**src/rtl/generic_mem_pkg.sv**
```systemverilog
// Shared types and helpers for the generic_mem controller slice.
// Any file that needs the op encoding or the address-width helper imports this package.
package generic_mem_pkg;

  typedef enum logic {
    OP_RD = 1'b0,
    OP_WR = 1'b1
  } mem_op_e;

  localparam int DEF_DEPTH = 8;
  localparam int DEF_WIDTH = 32;

  // Floor at 1 so a single-entry structure still gets a real pointer/address bit.
  function automatic int calc_awidth(input int depth);
    return (depth > 1) ? $clog2(depth) : 1;
  endfunction

  localparam int DEF_AWIDTH = calc_awidth(DEF_DEPTH);

  typedef struct packed {
    logic [DEF_AWIDTH-1:0] addr;
    logic [DEF_WIDTH-1:0]  data;
  } rsp_t;

endpackage

```
**src/rtl/generic_mem_rsp_fifo.sv**
```systemverilog
// Synchronous circular-buffer FIFO of RSP_DEPTH entries of type T.
// Reports occupancy, empty and full; a push while full or a pop while empty is ignored.
module generic_mem_rsp_fifo
  import generic_mem_pkg::*;
#(
  parameter int  RSP_DEPTH = 4,
  parameter type T         = rsp_t,
  localparam int PW        = calc_awidth(RSP_DEPTH),
  localparam int CW        = $clog2(RSP_DEPTH + 1)
) (
  input  logic          clk,
  input  logic          rst_n,
  input  logic          push,
  input  T              push_data,
  input  logic          pop,
  output T              pop_data,
  output logic [CW-1:0] cnt,
  output logic          empty,
  output logic          full
);

  T              mem_q [RSP_DEPTH];
  logic [PW-1:0] wr_ptr_q, wr_ptr_d;
  logic [PW-1:0] rd_ptr_q, rd_ptr_d;
  logic [CW-1:0] cnt_q, cnt_d;
  logic          do_push, do_pop;

  function automatic logic [PW-1:0] ptr_inc(input logic [PW-1:0] ptr);
    return (ptr == PW'(RSP_DEPTH - 1)) ? '0 : ptr + 1'b1;
  endfunction

  assign empty    = (cnt_q == '0);
  assign full     = (cnt_q == CW'(RSP_DEPTH));
  assign cnt      = cnt_q;
  assign do_push  = push && !full;
  assign do_pop   = pop && !empty;
  assign pop_data = mem_q[rd_ptr_q];

  always_comb begin
    wr_ptr_d = wr_ptr_q;
    rd_ptr_d = rd_ptr_q;
    cnt_d    = cnt_q;
    if (do_push) wr_ptr_d = ptr_inc(wr_ptr_q);
    if (do_pop)  rd_ptr_d = ptr_inc(rd_ptr_q);
    // Simultaneous push and pop leaves the count where it was.
    case ({do_push, do_pop})
      2'b10:   cnt_d = cnt_q + 1'b1;
      2'b01:   cnt_d = cnt_q - 1'b1;
      default: cnt_d = cnt_q;
    endcase
  end

  always_ff @(posedge clk) begin
    if (!rst_n) begin
      wr_ptr_q <= '0;
      rd_ptr_q <= '0;
      cnt_q    <= '0;
    end else begin
      wr_ptr_q <= wr_ptr_d;
      rd_ptr_q <= rd_ptr_d;
      cnt_q    <= cnt_d;
    end
  end

  // Payload storage needs no reset; the pointers decide what is visible.
  always_ff @(posedge clk) begin
    if (do_push) mem_q[wr_ptr_q] <= push_data;
  end

endmodule

```
**src/rtl/generic_mem_ctrl.sv**
```systemverilog
// Request-side controller for generic_mem: registered issue stage, one-cycle return stage,
// and a credit-guarded response FIFO so every issued read has a guaranteed slot.
module generic_mem_ctrl
  import generic_mem_pkg::*;
#(
  parameter int  DEPTH     = 8,
  parameter int  WIDTH     = 32,
  parameter int  RSP_DEPTH = 4,
  localparam int AWIDTH    = calc_awidth(DEPTH)
) (
  input  logic              clk,
  input  logic              rst_n,
  input  logic              req_valid,
  output logic              req_ready,
  input  logic              req_wr,
  input  logic [AWIDTH-1:0] req_addr,
  input  logic [WIDTH-1:0]  req_wdata,
  output logic              rsp_valid,
  input  logic              rsp_ready,
  output logic [AWIDTH-1:0] rsp_addr,
  output logic [WIDTH-1:0]  rsp_data,
  output logic              mem_wr_en,
  output logic [AWIDTH-1:0] mem_wr_addr,
  output logic [WIDTH-1:0]  mem_wr_data,
  output logic              mem_rd_en,
  output logic [AWIDTH-1:0] mem_rd_addr,
  input  logic [WIDTH-1:0]  mem_rd_data
);

  localparam int CW = $clog2(RSP_DEPTH + 1);
  localparam int SW = CW + 2;

  typedef struct packed {
    logic [AWIDTH-1:0] addr;
    logic [WIDTH-1:0]  data;
  } entry_t;

  logic              rst_n_q;
  logic              mem_wr_en_q, mem_wr_en_d;
  logic [AWIDTH-1:0] mem_wr_addr_q, mem_wr_addr_d;
  logic [WIDTH-1:0]  mem_wr_data_q, mem_wr_data_d;
  logic              mem_rd_en_q, mem_rd_en_d;
  logic [AWIDTH-1:0] mem_rd_addr_q, mem_rd_addr_d;
  logic              s2_rd_q, s2_rd_d;
  logic [AWIDTH-1:0] s2_addr_q, s2_addr_d;

  logic [CW-1:0]     rsp_cnt;
  logic              rsp_empty, rsp_full, rsp_push;
  logic [SW-1:0]     credit_used;
  logic              req_fire;
  mem_op_e           req_op;
  entry_t            push_entry, pop_entry;

  // Reads in S1 and S2 already own a FIFO slot, so ready looks only at registered state.
  assign credit_used = SW'(rsp_cnt) + SW'(mem_rd_en_q) + SW'(s2_rd_q);
  assign req_ready   = rst_n_q && (credit_used < SW'(RSP_DEPTH));
  assign req_fire    = req_valid && req_ready;
  assign req_op      = req_wr ? OP_WR : OP_RD;

  always_comb begin
    mem_wr_en_d   = 1'b0;
    mem_wr_addr_d = mem_wr_addr_q;
    mem_wr_data_d = mem_wr_data_q;
    mem_rd_en_d   = 1'b0;
    mem_rd_addr_d = mem_rd_addr_q;
    s2_rd_d       = mem_rd_en_q;
    s2_addr_d     = mem_rd_addr_q;
    if (req_fire) begin
      if (req_op == OP_WR) begin
        mem_wr_en_d   = 1'b1;
        mem_wr_addr_d = req_addr;
        mem_wr_data_d = req_wdata;
      end else begin
        mem_rd_en_d   = 1'b1;
        mem_rd_addr_d = req_addr;
      end
    end
  end

  always_ff @(posedge clk) begin
    if (!rst_n) begin
      rst_n_q       <= 1'b0;
      mem_wr_en_q   <= 1'b0;
      mem_wr_addr_q <= '0;
      mem_wr_data_q <= '0;
      mem_rd_en_q   <= 1'b0;
      mem_rd_addr_q <= '0;
      s2_rd_q       <= 1'b0;
      s2_addr_q     <= '0;
    end else begin
      rst_n_q       <= 1'b1;
      mem_wr_en_q   <= mem_wr_en_d;
      mem_wr_addr_q <= mem_wr_addr_d;
      mem_wr_data_q <= mem_wr_data_d;
      mem_rd_en_q   <= mem_rd_en_d;
      mem_rd_addr_q <= mem_rd_addr_d;
      s2_rd_q       <= s2_rd_d;
      s2_addr_q     <= s2_addr_d;
    end
  end

  assign push_entry = '{addr: s2_addr_q, data: mem_rd_data};
  assign rsp_push   = s2_rd_q && !rsp_full;

  generic_mem_rsp_fifo #(
    .RSP_DEPTH (RSP_DEPTH),
    .T         (entry_t)
  ) u_rsp_fifo (
    .clk       (clk),
    .rst_n     (rst_n),
    .push      (rsp_push),
    .push_data (push_entry),
    .pop       (rsp_ready),
    .pop_data  (pop_entry),
    .cnt       (rsp_cnt),
    .empty     (rsp_empty),
    .full      (rsp_full)
  );

  assign rsp_valid   = !rsp_empty;
  assign rsp_addr    = pop_entry.addr;
  assign rsp_data    = pop_entry.data;
  assign mem_wr_en   = mem_wr_en_q;
  assign mem_wr_addr = mem_wr_addr_q;
  assign mem_wr_data = mem_wr_data_q;
  assign mem_rd_en   = mem_rd_en_q;
  assign mem_rd_addr = mem_rd_addr_q;

endmodule
```
**config.mk**
```make
export PLATFORM = sky130hd
export DESIGN_NAME = generic_mem_ctrl
export DESIGN_NICKNAME = d
export VERILOG_FILES = /design/src/rtl/generic_mem_pkg.sv /design/src/rtl/generic_mem_rsp_fifo.sv /design/src/rtl/generic_mem_ctrl.sv
export SDC_FILE = /design/constraint.sdc
export NUM_CORES = 1
export LEC_CHECK = 0
export ABC_CLOCK_PERIOD_IN_PS = 1970
export CAP_MARGIN = 15
export CORE_MARGIN = 3
export CORE_UTILIZATION = 46
export CTS_CLUSTER_SIZE = 8
export DETAILED_ROUTE_END_ITERATION = 10
export PLACE_DENSITY = 0.76
export SYNTH_ARGS = -nofsm -noshare
export SYNTH_HDL_FRONTEND = slang
export SYNTH_HIERARCHICAL = 1
export SYNTH_SLANG_ARGS = --single-unit
```
**constraint.sdc**
```tcl
create_clock -name clk -period 1.97 [get_ports clk]
set_input_delay 0.197 -clock clk [delete_from_list [all_inputs] [get_ports clk]]
set_output_delay 0.197 -clock clk [all_outputs]
set_load 0.01 [all_outputs]
```
==> metrics.csv, run 1 <==
stage,metric,value,unit
floorplan,row count,45,
global_route,initial antenna violation count,1,
sta,Final setup viols,1,
cts,Clock Latency Late Sink,0.42,ns
synthesis,xor and xnor area share after synthesis,0.2378,%
global_route,vias in the first global route,4281,
global_route,Tot GR Track Use,16.74,%
pwr,Leakage,3.488,nW
cells_and_area,final core occ,65.17,%
cts,CTS buffer count,17,
drt,Remaining DRCs,0,
cts,clock root cell,clkbuf_16,
cells_and_area,Area Growth Syn to Fin,36.49,%
worst_hold_path,min-delay src,rst_n,
cells_and_area,Fill cells,1076,
floorplan,overall die height,132.5,um
critical_path,"Max FO, Critical Path",2,
pwr,maximum vdd drop,0.0006489,V
cells_and_area,area occupied by multi-input gates,1846,um2
pwr,pwr dens,851.7,nW/um2
global_route,global-route wire length before repair,22.51,mm
sta,Fmax,489.2,MHz
synthesis,Post-Synth Simple-Gate Area,5.809,%
drt,Routed Antenna Nets,0,
synthesis,Yosys cell types,35,
critical_path,Critical Path Start Type,flip-flop,
cts,CTS tree,yes,
drt,initial drt markers,209,
placed_design,Placer Congestion,0.7409,
synthesis,Gate Count Post-Synth,423,
synthesis,Seq cells post-synth,194,
drt,Routed WL,14.65,mm
drt,First-pass DRT Iterations,5,
cells_and_area,n_diodes,0,
global_route,largest net degree at the start of global routing,52,
job,Max Cap Viol,0,
placed_design,DPL Wire Length,9.488,mm
placed_design,I/O Buffers,148,
synthesis,Post-Syn Nets,503,
drt,Routed wire per std cell,17.69,um
sta,Tcrit/Tclk final,103.8,%
sta,Final Slew Violations,0,
floorplan,core area,15430,um2
cells_and_area,"most common cell after layout, fill and taps aside",edfxtp_1,
status,outcome,finished with violations,
status,failing checks,setup timing,
floorplan,Initial Utilization,47.75,%
critical_path,CP required,2.32,ns
cts,Clock Sinks,194,
cts,clk slew on worst S/H paths,0.07,ns
critical_path,R2R setup slack,-0.07,ns
cells_and_area,most frequent cells in the layout,"140 x edfxtp_1, 111 x clkdlybuf4s50_1, 81 x nand2_1, 49 x dfxtp_1, 40 x mux2i_1",
synthesis,mux share of post-synthesis cell area,16.39,%
synthesis,leading area contributor after synthesis,edfxtp_1,
cts,H-Tree Level Count,4,
critical_path,Setup CP Type,flip-flop to flip-flop,
placed_design,pre-CTS WS,-0.1780,ns
sta,RSZ-0062 raised after global routing,true,
worst_hold_path,HP Class,input port to flip-flop,
floorplan,Die Width,132.5,um
synthesis,adder-cell share of the synthesized area,1.461,%
sta,final setup margin,-0.07405,ns
critical_path,CP endpoint kind,flip-flop,
sta,Slew headroom,69.08,%
synthesis,Synth Area in Compound Gates,0.9852,%
critical_path,WP data arrival,2.39,ns
synthesis,post-synthesis cell area,7366,um2
cells_and_area,Reg area,5294,um2
critical_path,Worst setup startpoint,u_rsp_fifo/cnt[1]$_SDFFE_PN0P_,
synthesis,Avg Synthesized Cell Area,17.41,um2
synthesis,Synth warnings,6,
synthesis,ranking of synthesized cells by area,"edfxtp_1 57%, dfxtp_1 15%, mux4_2 9.2%, mux2i_1 5.4%, nand2_1 4.1%",
cells_and_area,Layout Nets,684,
synthesis,top-area cell type share of the netlist area,57.07,%
sta,Max Clock Skew,0.008596,ns
critical_path,Crit Reg-Reg Startpoint,u_rsp_fifo/cnt[1]$_SDFFE_PN0P_,
cts,CTS hold repair buffers,0,
synthesis,largest family of logic cells by synthesized area,multiplexers,
cts,CTS Buffer Depth,2,
synthesis,post-synthesis sequential area ratio,71.75,%
floorplan,Die ar.,17570,um2
drt,vias,4159,
floorplan,I/O Pins,149,
global_route,remaining global-route overflow,0,
drt,vias per std cell,5.023,
sta,Final Hold Viols,0,
sta,worst slew pin tran,0.4639,ns
sta,min Tclk post-route,2.044,ns
cells_and_area,layout cell share with drive strength beyond 1,25.12,%
-- state kept, by name (all words and copies together), names as in the netlist, 2 cells and up, named ones only --
name,count
mem_rd_addr,3
mem_wr_addr,3
mem_wr_data,32
s2_addr_q,3
u_rsp_fifo/cnt,3
u_rsp_fifo/mem_q,140
u_rsp_fifo/rd_ptr_q,2
u_rsp_fifo/wr_ptr_q,2
-- kinds of logic after synthesis --
family	count (synthesis)
adder cells (fa/ha/maj)	8
AND/OR/NAND/NOR	100
XOR/XNOR	2
flip-flops	194
AO/OA/AOI/OAI	10
buffers and inverters	34
multiplexers	75
-- cells in the mapped netlist --
library cell	count
and2_2	1
and4b_1	1
xnor2_1	1
nor3_1	1
a211oi_2	1
buf_1	2
nand2b_1	1
nor3b_2	1
nor2b_1	2
o21ai_0	4
nand3_1	2
a2111o_1	1
clkbuf_1	6
edfxtp_1	140
and2_1	6
a21boi_0	1
fa_1	1
clkbuf_2	1
xor2_1	1
o31ai_1	1
a21o_2	1
nand2_1	81
mux4_2	30
mux4_1	5
buf_12	6
buf_2	5
and4_1	1
nor2_1	2
buf_6	2
dfxtp_1	54
a21oi_1	1
mux2i_1	40
inv_1	12
or3_1	1
ha_1	7
-- through the flow --
| step | setup TNS (ns) | total power [W] | cell area [um2] | hold WS (ns) | instances |
|---|---|---|---|---|---|
| after floorplan | -0.1706 | 0.004789 | 7371 | 0.2247 | 423 |
| after global placement | -0.05956 | 0.005117 | 9211 | 0.4426 | 784 |
| after detailed placement | -0.1780 | 0.005131 | 9211 | 0.4465 | 784 |
| after CTS | -1.672 | 0.008628 | 9883 | 0.1164 | 824 |
| after global routing | -1.507 | 0.008897 | 10050 | 0.1437 | 828 |
| final | -0.07405 | 0.008563 | 10050 | 0.1482 | 828 |
-- critical path: stages, from the launching register on --
cell and delay [ns]:
dfxtp_2 0.34, nor3b_4 0.20, nor2b_1 0.06, nor2b_1 0.14
inv_1 0.06, ha_2 0.17, inv_1 0.05, fa_2 0.33
xor2_1 0.16, or3_1 0.34, a21boi_2 0.13
-- path summary, 6_finish.rpt --
kind	endpoint	cells after the start
max	u_rsp_fifo/cnt[2]$_SDFFE_PN0P_	10
min	rst_n_q$_DFF_P_	1
max reg2reg	u_rsp_fifo/cnt[2]$_SDFFE_PN0P_	10
min reg2reg	mem_wr_data[29]$_SDFFE_PN0P_	2
-- report_power, final --
| group | total (W) | internal (W) | switching, W |
|---|---|---|---|
| Clock | 0.00347 | 0.00202 | 0.00145 |
| Sequential | 0.00445 | 0.00441 | 0.0000333 |
| Combinational | 0.000649 | 0.000397 | 0.000251 |
| Total | 0.00856 | 0.00683 | 0.00174 |
-- cell type report --
class / count / area share [%]
Inverter: 12 / 0.4480
Clock buffer: 18 / 4.269
Multi-Input combinational cell: 195 / 18.36
Clock inverter: 14 / 1.780
Sequential cell: 194 / 52.66
Timing Repair Buffer: 184 / 19.86
Tap cell: 211 / 2.626
-- layer usage --
metal	wire length [um]	global-route usage, %	part of all wire, %
met5	13	0	0.089
met3	1251	8.061	8.5
met1	5870	20.06	40
met2	7343	26.94	50
met4	166	5.196	1.1
-- repair_timing --
| action | CTS | global route |
|---|---|---|
| endpoints found under the hold margin | 0 | 0 |
| buffers inserted | 5 | 3 |
| pin swaps | 2 | 2 |
| setup endpoints to repair | 38 | 66 |
| gates resized for setup | 172 | 31 |
| cloned | 3 | 5 |
Power figures use the tool's default switching activity.
==> inputs of run 2 (changes only) <==
--- a/config.mk
+++ b/config.mk
@@ -7,6 +7,7 @@
 export LEC_CHECK = 0
 export ABC_CLOCK_PERIOD_IN_PS = 1970
 export CAP_MARGIN = 15
+export CORE_ASPECT_RATIO = 0.5
 export CORE_MARGIN = 3
 export CORE_UTILIZATION = 46
 export CTS_CLUSTER_SIZE = 8
==> run 2 against run 1 <==
Largest power group unchanged. Register-to-register slack lost 0.08 ns. Worst hold slack gained 0.013 ns. Critical path type unchanged. The run still ends with setup timing left. Clock skew grew 0.0037 ns.
==> metrics.csv, run 2 (same netlist as run 1, synthesis figures left out) <==
stage,metric,value,unit
status,outcome,finished with violations,
status,failing checks,setup timing,
worst_hold_path,HP Class,input port to flip-flop,
sta,Final Slew Violations,0,
cts,Clock Latency Late Sink,0.42,ns
placed_design,Post-DP Area,9180,um2
sta,Slew headroom,68.67,%
drt,initial drt markers,204,
drt,First-pass DRT Iterations,4,
worst_hold_path,Worst Hold Path Cells,1,
sta,Tcrit/Tclk final,107.7,%
floorplan,overall die height,95.48,um
critical_path,reg2reg path depth,10,
sta,Final Hold Viols,0,
floorplan,Die Width,185.0,um
cells_and_area,Fill cells,1135,
placed_design,I/O Buffers,148,
cts,Clock Sinks,194,
critical_path,"Critical Path, Cell by Cell",nor3b_4 > nor2b_1 > nor2b_4 > inv_2 > ha_4 > inv_2 > fa_2 > xor2_2 > or3_1 > a21boi_1,
pwr,Switching Share,21.90,%
critical_path,"Slowest-stage cell, CP",dfxtp_2,
critical_path,Setup CP Type,flip-flop to flip-flop,
cells_and_area,Layout Nets,679,
sta,Fmax,471.3,MHz
sta,setup TNS,-0.1943,ns
cells_and_area,Area Growth Syn to Fin,33.72,%
global_route,Tot GR Track Use,16.64,%
sta,Max Clock Skew,0.01227,ns
pwr,Comb pwr share,7.4,%
critical_path,CP dominant cell by count,inv_2,
critical_path,CP endpoint kind,flip-flop,
pwr,pwr dens,854.1,nW/um2
floorplan,core area,15530,um2
cells_and_area,final design instance area without fill,9849,um2
critical_path,Crit Reg-Reg Startpoint,u_rsp_fifo/cnt[1]$_SDFFE_PN0P_,
cells_and_area,n_diodes,0,
global_route,global-route wire length before repair,22.29,mm
placed_design,Placer Congestion,0.7104,
cells_and_area,layout cell share with drive strength beyond 1,23.86,%
job,Max Cap Viol,0,
critical_path,R2R setup slack,-0.15,ns
cts,clock root cell,clkbuf_16,
cts,CTS Buffer Depth,2,
drt,vias per std cell,4.956,
placed_design,pre-CTS WS,-0.1074,ns
drt,Remaining DRCs,0,
critical_path,WP data arrival,2.45,ns
cts,clk slew on worst S/H paths,0.07,ns
cells_and_area,most frequent cells in the layout,"140 x edfxtp_1, 111 x clkdlybuf4s50_1, 81 x nand2_1, 49 x dfxtp_1, 40 x mux2i_1",
critical_path,Worst setup startpoint,u_rsp_fifo/cnt[1]$_SDFFE_PN0P_,
pwr,Leakage,3.410,nW
cells_and_area,"most common cell after layout, fill and taps aside",edfxtp_1,
pwr,Pint,0.006570,W
global_route,vias in the first global route,4238,
floorplan,Initial Utilization,47.41,%
global_route,initial antenna violation count,0,
pwr,P_sw,0.001842,W
drt,Routed WL,14.30,mm
sta,final setup margin,-0.1517,ns
sta,RSZ-0062 raised after global routing,true,
floorplan,row count,32,
drt,Routed wire per std cell,17.53,um
critical_path,Critical Path Start Type,flip-flop,
critical_path,"Max FO, Critical Path",2,
cts,CTS tree,yes,
drt,Routed Antenna Nets,0,
cells_and_area,Top reg by flops,u_rsp_fifo/mem_q,
worst_hold_path,min-delay src,rst_n,
critical_path,Reg-to-Reg End,u_rsp_fifo/cnt[2]$_SDFFE_PN0P_,
cells_and_area,max reg flops,140,
global_route,largest net degree at the start of global routing,55,
pwr,Flop pwr share,52.8,%
worst_hold_path,Hold EP,rst_n_q$_DFF_P_,
placed_design,DPL Wire Length,9.190,mm
cts,H-Tree Level Count,4,
pwr,maximum vdd drop,0.0005843,V
floorplan,Die ar.,17660,um2
drt,vias,4044,
critical_path,CP max stage delay,0.34,ns
sta,min Tclk post-route,2.122,ns
floorplan,I/O Pins,149,
critical_path,CP required,2.30,ns
pwr,Clock Power Share,39.8,%
sta,worst slew pin tran,0.4699,ns
global_route,remaining global-route overflow,0,
cts,CTS buffer count,17,
sta,Final setup viols,3,
[run 2: cell types whose count changed in the layout (fill, tap and decap cells not counted), moves of 3 or more]
cell / delta
buf_6: -16
buf_2: +10
mux4_1: +5
mux4_2: -5
clkbuf_16: -4
clkbuf_2: +3
clkdlybuf4s15_1: +3
clkinvlp_4: -3
inv_6: +3
[run 2: critical path, delay by kind of cell, from the launching register on]
kind,cells,cell delay (ns)
xor gates and xnor gates,1,0.16
AOI/OAI and AO/OA,1,0.16
buffers and inverters,2,0.11
and+or+nand+nor,4,0.81
DFF,1,0.34
adders and majority gates,2,0.48
[run 2: worst max path at each step]
stage / slack [ns] / end / cells past startpoint
floorplan: -0.17 / u_rsp_fifo/cnt[2]$_SDFFE_PN0P_ / 11
global placement: -0.05 / u_rsp_fifo/cnt[2]$_SDFFE_PN0P_ / 9
finish: -0.15 / u_rsp_fifo/cnt[2]$_SDFFE_PN0P_ / 10
CTS: -0.05 / rsp_data[13] / 5
global route: -0.26 / u_rsp_fifo/cnt[2]$_SDFFE_PN0P_ / 10
detailed placement: -0.11 / u_rsp_fifo/cnt[2]$_SDFFE_PN0P_ / 9
[run 2: through the flow]
step	hold slack, ns	utilization, %	instances	power (W)
after floorplan	0.2247	-	423	0.004789
after global placement	0.4417	59.09	774	0.005116
after detailed placement	0.4488	59.09	774	0.005130
after CTS	0.1450	62.78	814	0.008488
after global routing	0.1662	63.40	816	0.008729
final	0.1616	63.40	816	0.008413
[run 2: power by group through the flow]
stage	clock (W)	combinational, W	sequential [W]
final	0.00335	0.000623	0.00444
after floorplan	0	0.000248	0.00454
after CTS	0.00344	0.000613	0.00444
after global placement	0	0.000591	0.00453
after detailed placement	0	0.000601	0.00453
after global routing	0.00361	0.000676	0.00444
[run 2: area by class of cell]
cell class / instances / area [um2] / share of cell area [%]
repair buffers: 179 / 1780 / 18.08
flip-flops and latches: 194 / 5294 / 53.75
inverters: 12 / 45.04 / 0.4573
well taps: 204 / 255.2 / 2.591
clock buffers: 17 / 425.4 / 4.319
multi-input cells: 195 / 1903 / 19.32
clock inverters: 15 / 146.4 / 1.486
[run 2: layer usage]
layer	vias up	wire, um	share of wire (%)	global-route usage, %
li1	1936	-	-	-
met1	1986	6211	43	20.98
met2	114	6932	48	27.50
met3	8	1073	7.5	6.784
met4	0	84	0.59	3.556
met5	-	0	0	0
[run 2: timing repair]
action	4_1_cts	5_1_grt
hold buffers	0	0
gates cloned	1	0
setup endpoints to repair	37	25
setup buffers	7	2
pin swaps	0	4
resized for setup	136	29
